### config.mk
export PLATFORM = sky130hd
export DESIGN_NAME = alu_op_sequencer_flat
export DESIGN_NICKNAME = d
export VERILOG_FILES = /design/src/rtl/alu_pkg.sv /design/src/rtl/alu_op_sequencer_if.sv /design/src/rtl/alu_seq_timer.sv /design/src/rtl/alu_op_sequencer.sv /design/src/flat_wrapper.sv
export SDC_FILE = /design/constraint.sdc
export NUM_CORES = 1
export LEC_CHECK = 0
export BUFFER_PORTS_ARGS = -buffer_cell sky130_fd_sc_hd__buf_2
export CAP_MARGIN = 20
export CORE_UTILIZATION = 50
export CTS_CLUSTER_SIZE = 12
export DETAILED_ROUTE_END_ITERATION = 10
export PLACE_DENSITY = 0.75
export SLEW_MARGIN = 10
export SYNTH_ARGS = -nofsm -noshare
export SYNTH_HDL_FRONTEND = slang
export SYNTH_SLANG_ARGS = --single-unit
### constraint.sdc
create_clock -name clk -period 5.37 [get_ports clk]
set_clock_uncertainty 0.15 [all_clocks]
set_input_delay 1.074 -clock clk [delete_from_list [all_inputs] [get_ports clk]]
set_output_delay 1.074 -clock clk [all_outputs]
set_load 0.03 [all_outputs]
### src/rtl/alu_pkg.sv
// Shared definitions for the ALU operation sequencer: op codes, FSM encoding,
// request payload and default timeout.
package alu_pkg;

  localparam int unsigned OP_W            = 2;
  localparam int unsigned BYTE_W          = 8;
  localparam int unsigned DATA_W          = 16;
  localparam int unsigned TIMEOUT_DEFAULT = 63;

  localparam logic [OP_W-1:0] OP_ADD = 2'b00;
  localparam logic [OP_W-1:0] OP_SUB = 2'b01;
  localparam logic [OP_W-1:0] OP_MUL = 2'b10;
  localparam logic [OP_W-1:0] OP_DIV = 2'b11;

  typedef enum logic [2:0] {
    ST_IDLE  = 3'd0,
    ST_CLR   = 3'd1,
    ST_LOAD0 = 3'd2,
    ST_LOAD1 = 3'd3,
    ST_LOAD2 = 3'd4,
    ST_WAIT  = 3'd5,
    ST_CAP1  = 3'd6,
    ST_DONE  = 3'd7
  } state_t;

  typedef struct packed {
    logic [OP_W-1:0]   op;
    logic [DATA_W-1:0] a;
    logic [BYTE_W-1:0] b;
  } req_t;

  // mul and div return two result bytes, add and sub only one
  function automatic logic is_wide(input logic [OP_W-1:0] op);
    return (op == OP_MUL) || (op == OP_DIV);
  endfunction

endpackage

### src/rtl/alu_op_sequencer_if.sv
// Request/response handshake bundle between a requester (master) and the
// ALU operation sequencer (slave).
interface alu_op_sequencer_if;
  import alu_pkg::*;

  logic                req_valid;
  logic                req_ready;
  logic [OP_W-1:0]     req_op;
  logic [DATA_W-1:0]   req_a;
  logic [BYTE_W-1:0]   req_b;
  logic                rsp_valid;
  logic                rsp_ready;
  logic [DATA_W-1:0]   rsp_result;
  logic                rsp_err;

  modport master (
    output req_valid, req_op, req_a, req_b, rsp_ready,
    input  req_ready, rsp_valid, rsp_result, rsp_err
  );

  modport slave (
    input  req_valid, req_op, req_a, req_b, rsp_ready,
    output req_ready, rsp_valid, rsp_result, rsp_err
  );

endinterface

### src/rtl/alu_seq_timer.sv
// Loadable down-counter that bounds how long the sequencer waits for the ALU.
module alu_seq_timer #(
  parameter int unsigned CNT_W = 6
) (
  input  logic             clk,
  input  logic             reset,
  input  logic             load,
  input  logic [CNT_W-1:0] load_val,
  input  logic             en,
  output logic             expired_c
);

  logic [CNT_W-1:0] count;

  always_ff @(posedge clk or negedge reset) begin
    if (!reset) begin
      count <= '0;
    end else if (load) begin
      count <= load_val;
    end else if (en && (count != '0)) begin
      count <= count - CNT_W'(1);
    end
  end

  assign expired_c = (count == '0);

endmodule

### src/rtl/alu_op_sequencer.sv
// Sequences one add/sub/mul/div request through a byte-serial ALU: clear,
// load operands, wait for completion (with timeout), then hold the response.
module alu_op_sequencer
  import alu_pkg::*;
#(
  parameter int unsigned TIMEOUT = TIMEOUT_DEFAULT
) (
  input  logic              clk,
  input  logic              reset,
  alu_op_sequencer_if.slave bus,
  output logic              alu_reset,
  output logic              alu_begin,
  output logic [OP_W-1:0]   alu_op_code,
  output logic [BYTE_W-1:0] alu_inbus,
  input  logic [BYTE_W-1:0] alu_outbus,
  input  logic              alu_end
);

  localparam int unsigned CNT_W = (TIMEOUT > 1) ? $clog2(TIMEOUT) : 1;

  state_t              state, state_nxt;
  req_t                req_q, req_nxt;
  logic [DATA_W-1:0]   result_nxt;
  logic                err_nxt;
  logic                req_ready_nxt, rsp_valid_nxt;
  logic                alu_reset_nxt, alu_begin_nxt;
  logic [OP_W-1:0]     alu_op_code_nxt;
  logic [BYTE_W-1:0]   alu_inbus_nxt;
  logic                timer_load;
  logic                timeout_c;
  logic                accept_c;

  assign accept_c = (state == ST_IDLE) && bus.req_valid && bus.req_ready;

  // the counter runs only in WAIT; expiry ends the transaction with an error
  alu_seq_timer #(.CNT_W(CNT_W)) u_timer (
    .clk       (clk),
    .reset     (reset),
    .load      (timer_load),
    .load_val  (CNT_W'(TIMEOUT - 1)),
    .en        (state == ST_WAIT),
    .expired_c (timeout_c)
  );

  // next state and result capture, then outputs decoded from the next state
  always_comb begin
    state_nxt       = state;
    req_nxt         = req_q;
    result_nxt      = bus.rsp_result;
    err_nxt         = bus.rsp_err;
    timer_load      = 1'b0;
    req_ready_nxt   = 1'b0;
    rsp_valid_nxt   = 1'b0;
    alu_reset_nxt   = 1'b0;
    alu_begin_nxt   = 1'b0;
    alu_op_code_nxt = '0;
    alu_inbus_nxt   = '0;

    case (state)
      ST_IDLE: begin
        if (accept_c) begin
          req_nxt.op = bus.req_op;
          req_nxt.a  = bus.req_a;
          req_nxt.b  = bus.req_b;
          result_nxt = '0;
          err_nxt    = 1'b0;
          if ((bus.req_op == OP_DIV) && (bus.req_b == '0)) begin
            result_nxt = '1;
            err_nxt    = 1'b1;
            state_nxt  = ST_DONE;
          end else begin
            state_nxt  = ST_CLR;
          end
        end
      end
      ST_CLR:   state_nxt = ST_LOAD0;
      ST_LOAD0: state_nxt = ST_LOAD1;
      ST_LOAD1: begin
        if (req_q.op == OP_DIV) begin
          state_nxt = ST_LOAD2;
        end else begin
          state_nxt  = ST_WAIT;
          timer_load = 1'b1;
        end
      end
      ST_LOAD2: begin
        state_nxt  = ST_WAIT;
        timer_load = 1'b1;
      end
      ST_WAIT: begin
        if (alu_end) begin
          if (is_wide(req_q.op)) begin
            result_nxt[15:8] = alu_outbus;
            state_nxt        = ST_CAP1;
          end else begin
            result_nxt = {8'h00, alu_outbus};
            state_nxt  = ST_DONE;
          end
        end else if (timeout_c) begin
          result_nxt = '0;
          err_nxt    = 1'b1;
          state_nxt  = ST_DONE;
        end
      end
      ST_CAP1: begin
        result_nxt[7:0] = alu_outbus;
        state_nxt       = ST_DONE;
      end
      ST_DONE: begin
        if (bus.rsp_ready) begin
          state_nxt = ST_IDLE;
        end
      end
      default: state_nxt = ST_IDLE;
    endcase

    case (state_nxt)
      ST_IDLE: req_ready_nxt = 1'b1;
      ST_CLR: begin
        alu_reset_nxt   = 1'b1;
        alu_op_code_nxt = req_nxt.op;
      end
      ST_LOAD0: begin
        alu_begin_nxt   = 1'b1;
        alu_op_code_nxt = req_nxt.op;
        alu_inbus_nxt   = (req_nxt.op == OP_DIV) ? req_nxt.a[15:8] : req_nxt.a[7:0];
      end
      ST_LOAD1: begin
        alu_op_code_nxt = req_nxt.op;
        alu_inbus_nxt   = (req_nxt.op == OP_DIV) ? req_nxt.a[7:0] : req_nxt.b;
      end
      ST_LOAD2: begin
        alu_op_code_nxt = req_nxt.op;
        alu_inbus_nxt   = req_nxt.b;
      end
      ST_WAIT, ST_CAP1: alu_op_code_nxt = req_nxt.op;
      ST_DONE: rsp_valid_nxt = 1'b1;
      default: ;
    endcase
  end

  // state, request and registered outputs
  always_ff @(posedge clk or negedge reset) begin
    if (!reset) begin
      state          <= ST_IDLE;
      req_q          <= '0;
      bus.req_ready  <= 1'b0;
      bus.rsp_valid  <= 1'b0;
      bus.rsp_result <= '0;
      bus.rsp_err    <= 1'b0;
      alu_reset      <= 1'b0;
      alu_begin      <= 1'b0;
      alu_op_code    <= '0;
      alu_inbus      <= '0;
    end else begin
      state          <= state_nxt;
      req_q          <= req_nxt;
      bus.req_ready  <= req_ready_nxt;
      bus.rsp_valid  <= rsp_valid_nxt;
      bus.rsp_result <= result_nxt;
      bus.rsp_err    <= err_nxt;
      alu_reset      <= alu_reset_nxt;
      alu_begin      <= alu_begin_nxt;
      alu_op_code    <= alu_op_code_nxt;
      alu_inbus      <= alu_inbus_nxt;
    end
  end

endmodule

### src/flat_wrapper.sv
// flat-port wrapper written by rule: the top's interface ports become plain ports
module alu_op_sequencer_flat import alu_pkg::*;
#(
  parameter int unsigned TIMEOUT = TIMEOUT_DEFAULT
)
  (clk, reset, alu_reset, alu_begin, alu_op_code, alu_inbus, alu_outbus, alu_end, bus_req_valid, bus_req_op, bus_req_a, bus_req_b, bus_rsp_ready, bus_req_ready, bus_rsp_valid, bus_rsp_result, bus_rsp_err);
  alu_op_sequencer_if bus_i ();
  input  logic clk;
  input  logic reset;
  output logic alu_reset;
  output logic alu_begin;
  output logic [OP_W-1:0] alu_op_code;
  output logic [BYTE_W-1:0] alu_inbus;
  input  logic [BYTE_W-1:0] alu_outbus;
  input  logic alu_end;
  input wire logic [$bits(bus_i.req_valid)-1:0] bus_req_valid;
  input wire logic [$bits(bus_i.req_op)-1:0] bus_req_op;
  input wire logic [$bits(bus_i.req_a)-1:0] bus_req_a;
  input wire logic [$bits(bus_i.req_b)-1:0] bus_req_b;
  input wire logic [$bits(bus_i.rsp_ready)-1:0] bus_rsp_ready;
  output wire logic [$bits(bus_i.req_ready)-1:0] bus_req_ready;
  output wire logic [$bits(bus_i.rsp_valid)-1:0] bus_rsp_valid;
  output wire logic [$bits(bus_i.rsp_result)-1:0] bus_rsp_result;
  output wire logic [$bits(bus_i.rsp_err)-1:0] bus_rsp_err;
  assign bus_i.req_valid = bus_req_valid;
  assign bus_i.req_op = bus_req_op;
  assign bus_i.req_a = bus_req_a;
  assign bus_i.req_b = bus_req_b;
  assign bus_i.rsp_ready = bus_rsp_ready;
  assign bus_req_ready = bus_i.req_ready;
  assign bus_rsp_valid = bus_i.rsp_valid;
  assign bus_rsp_result = bus_i.rsp_result;
  assign bus_rsp_err = bus_i.rsp_err;
  alu_op_sequencer #(.TIMEOUT(TIMEOUT)) u_core (.clk(clk), .reset(reset), .bus(bus_i), .alu_reset(alu_reset), .alu_begin(alu_begin), .alu_op_code(alu_op_code), .alu_inbus(alu_inbus), .alu_outbus(alu_outbus), .alu_end(alu_end));
endmodule
==> qor.yml, run 1 <==
outcome: "complete, no violations"
end_kind: "register"
drive_gt1_share_pct: 26.4
fin_nets: 419
syn_nets: 347
rsz0062_at_grt: "no"
grt.met1_usage_pct: 30.7
fin_util_pct: 62.0
n_antenna_cell: 0
ys_async_sr_fraction_pct: 100
met2_usage_pct: 38.4
track_usage_pct: 23.7
synth_edf_count: 0
fin_cells: 458
yosys-mux-area-fraction_pct: 5.27
yosysTopAreaCellShare_pct: 54.3
gp_congestion: 0.844
via_per_inst: 5.45
post-route-period-util_pct: 49.0
worst-path-max-fanout: 8
maxCapViolCount: 0
post-synth-top-count-cell: "nand2_1"
ant_nets: 0
hold_violations: 0
insertion_delay_ns: 0.35
cts-root-buf: "clkbuf_8"
fin_tns_setup_ns: 0
die_height_um: 80.0
htree_levels: 3
dp_cells: 443
routed_wl_um: 6940
clockBufferDepth: 2
r2r_slack_ns: 2.74
drt_iter0_markers: 172
synthDistinctLibCells: 38
antenna_found_initial: 0
synth-seq-cells: 66
leakage_nw: 1.93
grt_pass1_vias: 2438
synth_ff_type: "dfrtp_1"
path_buf_inv: 1
grt_pass1_wl_um: 11400
synth_common_cells: "nand2_1 (73), dfrtp_1 (66), inv_1 (22)"
cts_tree: "built"
yosys_warnings: 0
grt_most_used_layer: "met2"
drv_slew: 0
synth_cells: 307
vias: 2497
yosys-top-cells-area: "dfrtp_1 (54%), nand2_1 (9.0%), mux2i_1 (5.3%), a21oi_1 (3.1%), o21ai_0 (3.1%)"
use_met3_pct: 7.31
cp_slowest_cell: "or4b_4"
ios: 70
post-route-min-period_ns: 2.63
ctsResizeCount: 0
yosys.area.top_type: "dfrtp_1"
p_per_area_nw_per_um2: 487
die_x_um: 80.0
path_class: "reg2reg"
syn_area_um2: 3040
critical_path_required_ns: 5.43
synth_compound_area_share_pct: 17.7
crit_family: "compound AO/OA/AOI/OAI gates"
port_buffers: 69
place_ws_ns: 2.46
core_area_um2: 5890
routedWlPerCell_um: 15.2
dr.pass1.iters: 4
fmax_ghz: 0.380
syn_area_per_cell_um2: 9.91
dp_hpwl_um: 4630
cp_cell_sequence: "inv_1 > ha_1 > or4b_4 > o21ai_0 > a2bb2oi_1 > nand2_1 > o2111ai_1"
start_util_pct: 51.7
die_area_um2: 6400
tightest_slew_ns: 0.947
route.detailed.drc: 0
synth_xor_area_share_pct: 1.15
finalSetupViolations: 0
hold_buffers: 0
fin_ws_ns: 2.74
yosysSeqAreaShare_pct: 54.3
fp-row-count: 28
synth-simple-area-share_pct: 16.6
cts_buffers: 9
slew_headroom_pct: 36.4
globalRoute.totalOverflow: 0
worst_ep_arrival_time_ns: 2.69
area_growth_pct: 20.0
path_clk_slew_ns: 0.07
fillCellCount: 533
synthAdderAreaFrac_pct: 0.411
peakVddDrop_v: 0.000230
hold_class: "reg2reg"
clock-sinks: 66
cts_setup_buffers: 0
synth_top_family_by_area: "compound AO/OA/AOI/OAI gates"
slowest_delay_ns: 0.50
cp-start-kind: "register"
grt_max_degree: 67
[report_power, final]
group          internal, mW  switching (mW)
logic                 0.225           0.407
registers             0.612          0.0953
clock network         0.250           0.188
[worst min-delay path: stages (launching register included)]
cell,delay (ns)
dfrtp_1,0.34
nand2_1,0.05
nand2_1,0.05
[path summary, 6_finish.rpt]
kind,startpoint,endpoint,cells past startpoint
max in group asynchronous,reset,u_core.alu_inbus[6]$_DFF_PN0_,2
hold / removal,u_core.req_q[15]$_DFF_PN0_,u_core.req_q[15]$_DFF_PN0_,2
min in group asynchronous,reset,u_core.req_q[19]$_DFF_PN0_,2
setup / recovery,u_core.u_timer.count[0]$_DFFE_PN0P_,u_core.alu_inbus[2]$_DFF_PN0_,7
hold reg to reg,u_core.req_q[15]$_DFF_PN0_,u_core.req_q[15]$_DFF_PN0_,2
setup reg to reg,u_core.u_timer.count[0]$_DFFE_PN0P_,u_core.alu_inbus[2]$_DFF_PN0_,7
[routing by layer]
| layer | vias to the layer above | share of wire (%) |
|---|---|---|
| met1 | 1185 | 44 |
| met3 | 12 | 6.4 |
| met4 | 0 | 1.1 |
| met2 | 90 | 48 |
| li1 | 1210 | - |
| met5 | - | 0 |
[state kept, by name (all words and copies together), names as in the netlist, 2 cells and up]
name / cells
u_core.state: 3
u_core.bus.rsp_result: 16
u_core.alu_op_code: 2
u_core.req_q: 26
u_core.alu_inbus: 8
u_core.u_timer.count: 6
[logic make-up after synthesis]
family / count (synthesis)
adder cells (fa/ha/maj): 1
AO/OA/AOI/OAI: 75
flip-flops: 66
AND/OR/NAND/NOR: 112
buffers and inverters: 33
XOR/XNOR: 4
multiplexers: 16
[placed cells by master, fill, tap and decap left out, drive strengths merged, types with 2 or more instances in the layout]
master / Yosys / routed
a21oi: 19 / 19
a221o: 8 / 8
and2: 4 / 4
and3: 2 / 2
buf: 6 / 72
clkbuf: 5 / 13
dfrtp: 66 / 66
inv: 22 / 22
mux2i: 16 / 16
nand2: 73 / 73
nand2b: 3 / 3
nand3: 5 / 5
nor2: 9 / 9
nor3: 6 / 6
nor4: 3 / 3
nor4bb: 2 / 2
o2111ai: 9 / 9
o211ai: 3 / 3
o21a: 8 / 8
o21ai: 20 / 20
or3: 2 / 2
xnor2: 4 / 4
[per-stage QoR]
stage                     cell area [um2]  hold WS [ns]  total power [mW]
after global routing                 3650         0.353              1.89
after floorplan                      3040         0.289              1.18
final                                3650         0.322              1.78
after detailed placement             3450         0.307              1.35
after CTS                            3650         0.323              1.79
after global placement               3450         0.305              1.33
[layout make-up]
class | count | area [um2] | share of cell area (%)
clock buffers | 13 | 169 | 4.63
clock inverters | 2 | 35.0 | 0.960
inverters | 22 | 82.6 | 2.26
multi-input cells | 208 | 1250 | 34.3
flip-flops and latches | 66 | 1650 | 45.2
well taps | 75 | 93.8 | 2.57
repair buffers | 72 | 368 | 10.1
Note: power is estimated with default switching activity, not from simulation.
==> run 2: changes to the inputs <==
--- a/config.mk
+++ b/config.mk
@@ -7,7 +7,7 @@
 export LEC_CHECK = 0
 export BUFFER_PORTS_ARGS = -buffer_cell sky130_fd_sc_hd__buf_2
 export CAP_MARGIN = 20
-export CORE_UTILIZATION = 50
+export CORE_UTILIZATION = 48
 export CTS_CLUSTER_SIZE = 12
 export DETAILED_ROUTE_END_ITERATION = 10
 export PLACE_DENSITY = 0.75
==> constraint.sdc (replaced) <==
create_clock -name clk -period 2.3 [get_ports clk]
set_clock_uncertainty 0.15 [all_clocks]
set_input_delay 0.46 -clock clk [delete_from_list [all_inputs] [get_ports clk]]
set_output_delay 0.46 -clock clk [all_outputs]
set_load 0.03 [all_outputs]
==> run 2 against run 1 <==
  * Core utilization is 1.5 points higher
  * Sequential power is 130% higher
  * Die area is 4.1% higher
  * Setup slack worse by 2.6 ns
  * Largest cell class unchanged
  * Highest routed layer unchanged
==> qor.yml, run 2 (synthesis results as in run 1) <==
htree_levels: 3
die_area_um2: 6660
ant_nets: 0
final_cell_mix: "nand2_1 (73), buf_2 (69), dfrtp_1 (65)"
cts_buffers: 9
p_per_area_nw_per_um2: 1120
routed_wl_um: 7070
wl_met2_um: 3430
end_kind: "register"
rsz0062_at_grt: "no"
die_x_um: 81.6
leakage_nw: 2.04
cp-start-kind: "register"
worst_hold_startpoint: "bus_req_a[13]"
hold_violations: 0
globalRoute.totalOverflow: 0
hold_class: "in2reg"
n_antenna_cell: 0
topRoutingLayerUsed: "met4"
critical_path_required_ns: 2.39
die_height_um: 81.6
postPlaceCellArea_um2: 3610
path_class: "reg2reg"
grt_pass1_wl_um: 11800
sequentialPowerShare_pct: 38.1
slew_headroom_pct: 62.9
p_sw_mw: 1.64
netSwitchingFraction_pct: 38.3
dr.pass1.iters: 4
fp-row-count: 28
dp_hpwl_um: 4890
cts_setup_buffers: 0
r2r_start: "u_core.u_timer.count[0]$_DFFE_PN0P_"
crit_start: "u_core.u_timer.count[0]$_DFFE_PN0P_"
slowest_delay_ns: 0.51
fin_ws_ns: 0.0924
crit_family: "simple AND/OR/NAND/NOR gates"
fmax_ghz: 0.453
total_power_mw: 4.29
fin_tns_setup_ns: 0
tightest_slew_ns: 0.554
grt_pass1_vias: 2571
path_buf_inv: 2
design_area_um2: 3830
worst-path-max-fanout: 4
worst_ep_arrival_time_ns: 2.30
routedWlPerCell_um: 14.8
place_ws_ns: -0.0376
cts-root-buf: "clkbuf_8"
fillCellCount: 532
top_register: "u_core.req_q"
start_util_pct: 50.5
port_buffers: 69
regArea_um2: 1650
antenna_found_initial: 0
track_usage_pct: 24.0
route.detailed.drc: 0
via_per_inst: 5.42
clockBufferDepth: 2
final_common_cell: "nand2_1"
drive_gt1_share_pct: 30.3
cts_tree: "built"
drt_iter0_markers: 143
drv_slew: 0
grt_max_degree: 67
top_regs: "u_core.req_q (26), u_core.bus.rsp_result (16), u_core.alu_inbus (8)"
finalSetupViolations: 0
insertion_delay_ns: 0.33
area_growth_pct: 25.8
largest_register_ffs: 26
internal-power_mw: 2.65
wl_met3_um: 361
vias: 2592
outcome: "complete, no violations"
power_frac_clock_pct: 21.7
maxCapViolCount: 0
multi_input_area_um2: 1260
path_clk_slew_ns: 0.07
post-route-min-period_ns: 2.21
pwr-share-comb_pct: 40.2
post-route-period-util_pct: 96.0
ios: 70
worst_hold_slack_ns: 0.161
core_area_um2: 6030
gp_congestion: 0.830
cp_cell_sequence: "inv_1 > ha_1 > or4b_4 > nor3_4 > o21ai_2 > a32oi_4 > buf_6 > mux2i_1"
clock-sinks: 66
fin_nets: 439
wl_met1_um: 3210
peakVddDrop_v: 0.000645
cp_slowest_cell: "or4b_4"
[run 2: path summary, 6_finish.rpt]
kind	cells after the start	slack, ns	endpoint
setup / recovery	8	0.09	u_core.bus.rsp_result[1]$_DFFE_PN0P_
hold reg to reg	2	0.33	u_core.req_q[8]$_DFF_PN0_
hold / removal	3	0.16	u_core.req_q[21]$_DFF_PN0_
max in group asynchronous	3	1.19	u_core.state[0]$_DFF_PN0_
min in group asynchronous	3	0.51	u_core.u_timer.count[3]$_DFFE_PN0P_
setup reg to reg	8	0.09	u_core.bus.rsp_result[1]$_DFFE_PN0P_
[run 2: area by class of cell]
| type | count | area share, % |
|---|---|---|
| Timing Repair Buffer | 92 | 14.4 |
| Tap cell | 75 | 2.45 |
| Clock inverter | 3 | 1.05 |
| Clock buffer | 12 | 3.79 |
| Inverter | 22 | 2.16 |
| Multi-Input combinational cell | 208 | 33.0 |
| Sequential cell | 66 | 43.2 |
[run 2: worst reg2reg max path, cell delays in order, from the launching register on]
cell and delay, ns:
dfrtp_1 0.40, inv_1 0.07, ha_1 0.15, or4b_4 0.51
nor3_4 0.15, o21ai_2 0.11, a32oi_4 0.20, buf_6 0.16
mux2i_1 0.23
[run 2: metal layers]
layer / track usage, % / up-vias
met2: 39.2 / 81
met3: 7.00 / 6
met5: 0 / -
met4: 9.47 / 0
li1: - / 1258
met1: 29.9 / 1247
[run 2: per-stage QoR]
| step | utilization [%] | std cells |
|---|---|---|
| 2_1_floorplan | - | 307 |
| 3_3_place_gp | 60.0 | 462 |
| 3_5_place_dp | 60.0 | 462 |
| 4_1_cts | 63.3 | 478 |
| 5_1_grt | 63.5 | 478 |
| 6_report | 63.5 | 478 |
[run 2: what timing repair did]
| item | 4_1_cts | 5_1_grt |
|---|---|---|
| endpoints found under the setup margin | 9 | 17 |
| gates resized for setup | 2 | 4 |
| gates cloned | 0 | 0 |
| hold endpoints to repair | 55 | 0 |
| hold buffers | 1 | 0 |
| pin swaps | 0 | 2 |
[run 2: power groups by stage]
stage	clock network (mW)	logic, mW	registers (mW)
5_1_grt	1.03	1.89	1.68
4_1_cts	0.955	1.72	1.63
2_1_floorplan	0	0.865	1.88
3_3_place_gp	0	1.66	1.64
3_5_place_dp	0	1.71	1.65
6_report	0.930	1.73	1.64
==> run 3: changes to the inputs <==
--- a/config.mk
+++ b/config.mk
@@ -11,6 +11,7 @@
 export CTS_CLUSTER_SIZE = 12
 export DETAILED_ROUTE_END_ITERATION = 10
 export PLACE_DENSITY = 0.75
+export RECOVER_POWER = 100
 export SLEW_MARGIN = 10
 export SYNTH_ARGS = -nofsm -noshare
 export SYNTH_HDL_FRONTEND = slang
==> run 3 against run 2 <==
  * Non-clock buffer count unchanged
  * Critical path type unchanged
  * Critical path depth unchanged
  * Register-to-register slack about the same
  * Core utilization down 1.3 points
  * Via count up 0.62%
  * Largest cell class unchanged
  * Final cell count unchanged
  * Routed wire length down 0.20%
  * Hold slack worse by 0.0049 ns
  * First-iteration DRC count up 5.6%
==> qor.yml, run 3 (synthesis results as in run 1) <==
path_class: "reg2reg"
fmax_ghz: 0.450
ios: 70
fin_ws_ns: 0.0802
via_per_inst: 5.46
p_per_area_nw_per_um2: 1120
fin_cells: 478
die_height_um: 81.6
hold_class: "in2reg"
r2r_start: "u_core.u_timer.count[0]$_DFFE_PN0P_"
postPlaceCellArea_um2: 3610
routedWlPerCell_um: 14.8
design_area_um2: 3750
drt_iter0_markers: 151
crit_path_end: "u_core.bus.rsp_result[1]$_DFFE_PN0P_"
cts_buffers: 9
fp-row-count: 28
dp_hpwl_um: 4890
start_util_pct: 50.5
dp_cells: 462
finalSetupViolations: 0
post-route-min-period_ns: 2.22
cp-start-kind: "register"
outcome: "complete, no violations"
cts-root-buf: "clkbuf_8"
fin_tns_setup_ns: 0
critical_path_required_ns: 2.40
top_regs: "u_core.req_q (26), u_core.bus.rsp_result (16), u_core.alu_inbus (8)"
tightest_slew_ns: 0.878
path_clk_slew_ns: 0.07
drv_slew: 0
peakVddDrop_v: 0.000636
top_register: "u_core.req_q"
fin_nets: 439
maxCapViolCount: 0
worst-path-max-fanout: 4
grt_pass1_vias: 2571
die_area_um2: 6660
r2r_slack_ns: 0.08
vias: 2608
globalRoute.totalOverflow: 0
final_cell_mix: "nand2_1 (73), dfrtp_1 (65), buf_2 (39)"
gp_congestion: 0.830
n_antenna_cell: 0
route.detailed.drc: 0
grt_max_degree: 67
ant_nets: 0
leakage_nw: 1.89
routed_wl_um: 7060
insertion_delay_ns: 0.34
post-route-period-util_pct: 96.5
area_growth_pct: 23.3
worst_hold_slack_ns: 0.156
fin_util_pct: 62.2
crit_start: "u_core.u_timer.count[0]$_DFFE_PN0P_"
die_x_um: 81.6
r2r_cells: 8
reg2reg_to: "u_core.bus.rsp_result[1]$_DFFE_PN0P_"
port_buffers: 69
worst_ep_arrival_time_ns: 2.32
core_area_um2: 6030
track_usage_pct: 24.0
clockBufferDepth: 2
cts_tree: "built"
dr.pass1.iters: 4
rsz0062_at_grt: "no"
clock-sinks: 66
hold_violations: 0
largest_register_ffs: 26
place_ws_ns: -0.0376
slew_headroom_pct: 41.5
total_power_mw: 4.21
end_kind: "register"
htree_levels: 3
antenna_found_initial: 0
drive_gt1_share_pct: 22.3
grt_pass1_wl_um: 11800
final_common_cell: "nand2_1"
## run 3: cell types whose count changed in the layout (fill, tap and decap cells not counted)
cell	delta
clkbuf_1	+32
buf_2	-30
buf_12	-2
buf_4	-2
clkbuf_4	+2
and2_0	+1
and2_1	-1
nor3_2	+1
nor3_4	-1
## run 3: worst min path at each step
stage | startpoint | to | slack, ns | cells after the start
after floorplan | reset | u_core.alu_begin$_DFF_PN0_ | 0.01 | 0
after global placement | u_core.req_q[15]$_DFF_PN0_ | u_core.req_q[15]$_DFF_PN0_ | 0.31 | 2
after detailed placement | u_core.req_q[14]$_DFF_PN0_ | u_core.req_q[14]$_DFF_PN0_ | 0.31 | 2
after CTS | bus_req_a[13] | u_core.req_q[21]$_DFF_PN0_ | 0.14 | 3
after global routing | bus_req_a[11] | u_core.req_q[19]$_DFF_PN0_ | 0.14 | 3
final | bus_req_a[13] | u_core.req_q[21]$_DFF_PN0_ | 0.16 | 3
## run 3: cell type report
| cell class | count | area [um2] |
|---|---|---|
| fillers | 556 | 2280 |
| flip-flops and latches | 66 | 1650 |
| multi-input cells | 208 | 1260 |
| repair buffers | 92 | 479 |
| clock buffers | 12 | 145 |
| well taps | 75 | 93.8 |
| inverters | 22 | 82.6 |
| clock inverters | 3 | 40.0 |
## run 3: routing by layer
layer,GRT usage [%],wire [um],vias to the layer above
met4,9.47,94,0
li1,-,-,1260
met3,7.00,395,9
met1,29.9,3130,1250
met2,39.2,3440,89
met5,0,0,-
## run 3: repair_timing
action,4_1_cts,5_1_grt
endpoints found under the hold margin,55,0
hold buffers,1,0
resized for setup,2,4
setup buffers,0,0
endpoints found under the setup margin,9,17
pin swaps,0,2
## run 3: report_power, final
group          internal (mW)  leakage [nW]  switching, mW  total (mW)
registers               1.43         0.871          0.208        1.64
clock network          0.521        0.0962          0.410       0.931
logic                  0.617         0.919           1.02        1.64
total                   2.57          1.89           1.64        4.21
## run 3: critical path: stages, from the launching register on
cell and delay (ns):
dfrtp_1 0.40, inv_1 0.07, ha_1 0.15, or4b_4 0.50, nor3_2 0.17, o21ai_2 0.12
a32oi_4 0.20, buf_6 0.16, mux2i_1 0.22
